`config.mk`:
```
export PLATFORM = sky130hd
export DESIGN_NAME = prog_mem
export DESIGN_NICKNAME = d
export VERILOG_FILES = /design/src/rtl/prog_mem_pkg.sv /design/src/rtl/prog_mem_array.sv /design/src/rtl/prog_mem.sv
export SDC_FILE = /design/constraint.sdc
export NUM_CORES = 2
export LEC_CHECK = 0
export CAP_MARGIN = 20
export CELL_PAD_IN_SITES_DETAIL_PLACEMENT = 2
export CELL_PAD_IN_SITES_GLOBAL_PLACEMENT = 2
export CORE_ASPECT_RATIO = 0.75
export CORE_MARGIN = 2
export CORE_UTILIZATION = 25
export CTS_CLUSTER_DIAMETER = 80
export DETAILED_ROUTE_END_ITERATION = 7
export PLACE_DENSITY_LB_ADDON = 0.1
export SYNTH_ARGS = -nofsm -noshare
export SYNTH_HDL_FRONTEND = slang
export SYNTH_SLANG_ARGS = --single-unit
```
`constraint.sdc`:
```
create_clock -name clock -period 2.67 [get_ports clock]
set_input_delay 0.534 -clock clock [delete_from_list [all_inputs] [get_ports clock]]
set_output_delay 0.534 -clock clock [all_outputs]
set_load 0.05 [all_outputs]
```
`src/rtl/prog_mem_pkg.sv`:
```
// Shared definitions for the jacaranda-8 program memory: loader command
// encodings and the load-session state machine states.
package prog_mem_pkg;

    localparam logic [1:0] CMD_START = 2'd0;
    localparam logic [1:0] CMD_ADDR  = 2'd1;
    localparam logic [1:0] CMD_DATA  = 2'd2;
    localparam logic [1:0] CMD_END   = 2'd3;

    typedef enum logic [1:0] {
        ST_IDLE  = 2'd0,
        ST_LOAD  = 2'd1,
        ST_DRAIN = 2'd2
    } state_t;

endpackage

```
`src/rtl/prog_mem_array.sv`:
```
// Single-write, single-read synchronous RAM with read-first collision
// behaviour and no reset, so it can map onto an SRAM macro or plain flops.
module prog_mem_array #(
    parameter int DATA_W = 8,
    parameter int ADDR_W = 8
) (
    input  logic              clock,
    input  logic              wr_en,
    input  logic [ADDR_W-1:0] wr_addr,
    input  logic [DATA_W-1:0] wr_data,
    input  logic              rd_en,
    input  logic [ADDR_W-1:0] rd_addr,
    output logic [DATA_W-1:0] rd_data
);

    logic [DATA_W-1:0] mem [2**ADDR_W];

    // Both updates are non-blocking, so a same-address read sees the old word.
    always_ff @(posedge clock) begin
        if (wr_en) begin
            mem[wr_addr] <= wr_data;
        end
        if (rd_en) begin
            rd_data <= mem[rd_addr];
        end
    end

endmodule

```
`src/rtl/prog_mem.sv`:
```
// Instruction memory with a registered CPU fetch port and a command-driven
// program loader (auto-incrementing pointer, running checksum, CPU hold).
module prog_mem
    import prog_mem_pkg::*;
#(
    parameter int DATA_W = 8,
    parameter int ADDR_W = 8
) (
    input  logic              clock,
    input  logic              reset,
    input  logic              fetch_en,
    input  logic [ADDR_W-1:0] fetch_addr,
    output logic [DATA_W-1:0] fetch_data,
    output logic              fetch_valid,
    input  logic              ld_valid,
    output logic              ld_ready,
    input  logic [1:0]        ld_cmd,
    input  logic [DATA_W-1:0] ld_data,
    output logic              cpu_hold,
    output logic [ADDR_W-1:0] ld_ptr,
    output logic [ADDR_W:0]   ld_count,
    output logic [DATA_W-1:0] ld_sum,
    output logic              ld_err
);

    localparam logic [ADDR_W:0]   COUNT_MAX = 1 << ADDR_W;
    localparam logic [ADDR_W:0]   COUNT_ONE = 1;
    localparam logic [ADDR_W-1:0] PTR_ONE   = 1;

    state_t            state;
    logic              accept;
    logic              wr_en;
    logic              primed;
    logic [DATA_W-1:0] ram_q;

    assign accept = ld_valid && ld_ready;
    assign wr_en  = accept && (state == ST_LOAD) && (ld_cmd == CMD_DATA);

    prog_mem_array #(
        .DATA_W(DATA_W),
        .ADDR_W(ADDR_W)
    ) u_array (
        .clock   (clock),
        .wr_en   (wr_en),
        .wr_addr (ld_ptr),
        .wr_data (ld_data),
        .rd_en   (fetch_en),
        .rd_addr (fetch_addr),
        .rd_data (ram_q)
    );

    // The RAM has no reset; until the first fetch after reset the port reads 0.
    assign fetch_data = primed ? ram_q : '0;

    always_ff @(posedge clock or posedge reset) begin
        if (reset) begin
            fetch_valid <= 1'b0;
            primed      <= 1'b0;
        end else begin
            fetch_valid <= fetch_en;
            primed      <= primed | fetch_en;
        end
    end

    always_ff @(posedge clock or posedge reset) begin
        if (reset) begin
            state    <= ST_IDLE;
            ld_ready <= 1'b0;
            cpu_hold <= 1'b0;
            ld_ptr   <= '0;
            ld_count <= '0;
            ld_sum   <= '0;
            ld_err   <= 1'b0;
        end else begin
            ld_ready <= 1'b1;
            if (state == ST_DRAIN) begin
                state    <= ST_IDLE;
                cpu_hold <= 1'b0;
            end else if (accept && ld_cmd == CMD_START) begin
                // START from IDLE opens a session; from LOAD it restarts one.
                state    <= ST_LOAD;
                cpu_hold <= 1'b1;
                ld_ptr   <= '0;
                ld_count <= '0;
                ld_sum   <= '0;
                ld_err   <= 1'b0;
            end else if (accept && state == ST_IDLE) begin
                ld_err <= 1'b1;
            end else if (accept && state == ST_LOAD) begin
                case (ld_cmd)
                    CMD_ADDR: ld_ptr <= ld_data[ADDR_W-1:0];
                    CMD_DATA: begin
                        ld_ptr <= ld_ptr + PTR_ONE;
                        ld_sum <= ld_sum + ld_data;
                        if (ld_count == COUNT_MAX) begin
                            ld_err <= 1'b1;
                        end else begin
                            ld_count <= ld_count + COUNT_ONE;
                        end
                    end
                    CMD_END: begin
                        state    <= ST_DRAIN;
                        ld_ready <= 1'b0;
                    end
                    default: ;
                endcase
            end
        end
    end

endmodule

```
==> implementation parameters <==
Parameter                              Value

Status
  Status ... completed

GRT
  GRT Residual Overflow ... 0
  Global-route wire length before repair ... 388000 µm
  Maximum number of pins on one net before global-route repair ... 135
  Overall global routing resource usage ... 0.169
  Vias in the first global route ... 45885
  Initial antenna violation count ... 33

Timing
  Smallest hold slack ... 0.162 ns
  Max Freq ... 377 MHz
  Setup TNS ... 0 ns
  Setup-violating endpoint count in the final report ... 0
  Time the worst path needs with I/O delays and setup ... 2.65 ns
  Final hold violation count ... 0
  Max-slew violation count ... 0
  Worst Tran Pin Value ... 0.964 ns
  Share of the clock period used by the worst path after layout ... 0.993
  Rel. slew slack ... 0.357
  Worst clock skew ... 0.0644 ns

Logic synthesis
  Cell variety after synth ... 56
  Async set or reset register ratio after synthesis ... 0.0153
  Number of flops mapped to enable cells by yosys ... 2056
  Synth Register Bits ... 2088
  Synth Flop Type ... edfxtp_1
  Sequential area share after synthesis ... 0.773
  Post-synth design cell area ... 80900 µm²
  Number of nets produced by synthesis ... 3876
  Yosys warning total ... 0
  Synthesized instance count ... 3840
  Mean instance size in the synthesized netlist ... 21.1 µm²

Layout
  Nets ... 4792
  Fill cells ... 31937
  Relative area change from synthesis to final layout ... 24.3%
  Post-route design area ... 101000 µm²
  Ratio of cells with drive above 1 in the final layout ... 0.350

Pwr
  Design Power ... 73200 µW
  Power per standard cell area ... 728 nW/µm²
  Reported leakage power ... 0.0325 µW
  Worst supply voltage drop on vdd ... 0.493 mV

Worst setup path
  Slack of the worst reg-to-reg path ... 0.08 ns
  Reg-to-Reg Start ... u_array.mem[8][1]
  Kind of start point of the critical path ... input port
  Critical path peak fanout ... 14
  Number of cells on the worst reg-to-reg path ... 8
  Critical path capture point type ... register
  Kind of critical path ... input port to register
  Reg2reg end ... u_array.rd_data[1]
  Required time at the endpoint of the critical path ... 3.28 ns
  Arrival time worst endpoint ... 3.26 ns

Hold path
  Hold Path Depth ... 1
  Hold-critical path endpoint ... u_array.mem[6][7]
  Worst hold path startpoint ... ld_data[7]
  Hold Path Class ... input port to register

Detailed routing
  Number of nets with antenna violations after detailed routing ... 0
  DRT Pass-1 Iters ... 5
  Iteration-0 DRC count of the detailed router ... 3860
  Wire per inst ... 30.3 µm
  DRC violations left ... 0
  Ratio of routed vias to standard cells ... 4.64
  Via count ... 42747
  Overall routed net length ... 279000 µm

Run
  MaxCap Viol Count ... 0

Clocking
  Root buffer selected by CTS ... clkbuf_16
  Number of levels in the clock H-tree ... 4
  Clock transition at path regs ... 0.06 ns
  Clock latency at the later pin of the worst-skew pair ... 0.93 ns
  Clock buffers created by TritonCTS ... 228
  TritonCTS clock tree ... done
  Number of buffers on the longest clock path ... 4
  CTS sink count ... 2088

Placement
  Detailed Place HPWL ... 188000 µm
  GP Congestion ... 0.777
  Port Buffer Count ... 58
  Standard cell area after detailed placement ... 93400 µm²

Floorplan
  Width of the chip ... 661 µm
  Number of I/O pins ... 59
  Core area ... 321000 µm²
  Total number of placement rows ... 180
  Vert. Die Dim ... 497 µm
  Full die area ... 328000 µm²
  Initial core utilization ... 0.252
==> worst max-delay path: stages <==
cell and delay (ns):
clkdlybuf4s50_1 0.45, buf_12 0.17, buf_12 0.16, nand3b_1 0.21, buf_12 0.19, buf_4 0.22, o22ai_1 0.14, a211oi_1 0.33
a21oi_1 0.14, buf_4 0.20, a31oi_1 0.37, nor4_1 0.12
==> area by class of cell <==
| type | instances | area, µm² | area share |
|---|---|---|---|
| Timing Repair Buffer | 915 | 8540 | 0.0849 |
| Clock buffer | 289 | 5980 | 0.0595 |
| Tap cell | 4277 | 5350 | 0.0532 |
| Multi-Input combinational cell | 1511 | 17300 | 0.172 |
| Inverter | 12 | 45.0 | 0.000448 |
| Clock inverter | 108 | 754 | 0.00750 |
| Sequential cell | 2088 | 62500 | 0.622 |
| Antenna cell | 9 | 22.5 | 0.000224 |
==> Yosys cell counts (9+ instances only) <==
cell	number	area, µm²
a211oi_1	32	240
a21oi_1	87	435
a221oi_1	11	96.3
a22o_1	22	193
a22oi_1	95	713
a31oi_1	12	75.1
and2_1	10	62.6
buf_2	73	365
buf_4	21	158
buf_6	27	304
clkbuf_1	93	349
dfrtp_1	32	801
edfxtp_1	2056	61700
ha_1	13	163
inv_1	12	45.0
mux2i_1	88	881
mux4_2	480	10800
nand2_1	62	233
nand3_1	14	70.1
nand4_1	9	56.3
nor2_1	312	1170
nor2b_1	13	81.3
nor4_1	20	125
o211ai_1	9	67.6
o21ai_0	38	190
o221ai_1	18	158
o22ai_1	83	519
or3_1	13	81.3
==> worst max path at each step <==
stage,from,endpoint,slack (ns),depth (start not counted)
after floorplan,ld_cmd[0],u_array.mem[104][0],-0.10,9
after global placement,fetch_addr[4],u_array.rd_data[4],-1.29,11
after detailed placement,fetch_addr[5],u_array.rd_data[4],-1.27,11
after CTS,fetch_addr[4],u_array.rd_data[3],0.007,13
after global routing,ld_ready,u_array.mem[100][4],-0.01,9
final,fetch_addr[4],u_array.rd_data[3],0.02,12
==> report_power, final <==
part | switching, µW | total (µW) | leakage, µW | internal, µW
registers | 347 | 36600 | 0.0189 | 36200
clock network | 13400 | 29900 | 0.00328 | 16500
logic | 4410 | 6730 | 0.0103 | 2320
total | 18100 | 73200 | 0.0325 | 55000
==> cells in the final DEF (no fill, tap or decap), drive strengths merged, types with 62 or more instances in the layout <==
cell	synthesis	layout
mux2i	88	88
a21oi	87	87
buf	136	872
clkinv	0	89
clkbuf	93	290
o22ai	83	83
edfxtp	2056	2056
nand2	62	62
a22oi	95	95
mux4	480	480
nor2	313	313
==> registers in the layout, summed over array words and instances (netlist names) <==
signal / cells
ld_ptr: 8
ld_ready: 1
fetch_valid: 1
u_array.mem: 2048
u_array.rd_data: 8
ld_sum: 8
cpu_hold: 1
ld_err: 1
primed: 1
ld_count: 9
state: 2
==> logic make-up after synthesis <==
| kind of cell | synth area share |
|---|---|
| multiplexers | 0.145 |
| buffers and inverters | 0.0172 |
| AO/OA/AOI/OAI | 0.0358 |
| flip-flops | 0.773 |
| XOR/XNOR | 0.000217 |
| adder cells (fa/ha/maj) | 0.00226 |
| AND/OR/NAND/NOR | 0.0270 |
==> per-layer routing <==
layer,up-vias,share of wire,global-route usage
li1,17963,-,-
met1,23698,0.51,0.265
met2,801,0.44,0.252
met3,285,0.039,0.0210
met4,0,0.016,0.0297
met5,-,0,0
==> per-stage QoR <==
| stage | worst slack (ns) | utilization | instances |
|---|---|---|---|
| 6_report | 0.0194 | 0.313 | 9209 |
| 5_1_grt | -0.0110 | 0.313 | 9201 |
| 4_1_cts | 0.00725 | 0.312 | 9197 |
| 3_5_place_dp | -1.27 | 0.291 | 8795 |
| 3_3_place_gp | -1.29 | 0.291 | 8795 |
| 2_1_floorplan | -0.103 | - | 3840 |
==> what timing repair did <==
item | CTS | global route
hold endpoints to repair | 32 | 0
buffers inserted | 0 | 2
pin swaps | 1 | 4
gates resized for setup | 64 | 27
hold buffers | 5 | 0
cloned | 0 | 1
endpoints found under the setup margin | 161 | 763
Power figures use the tool's default switching activity.
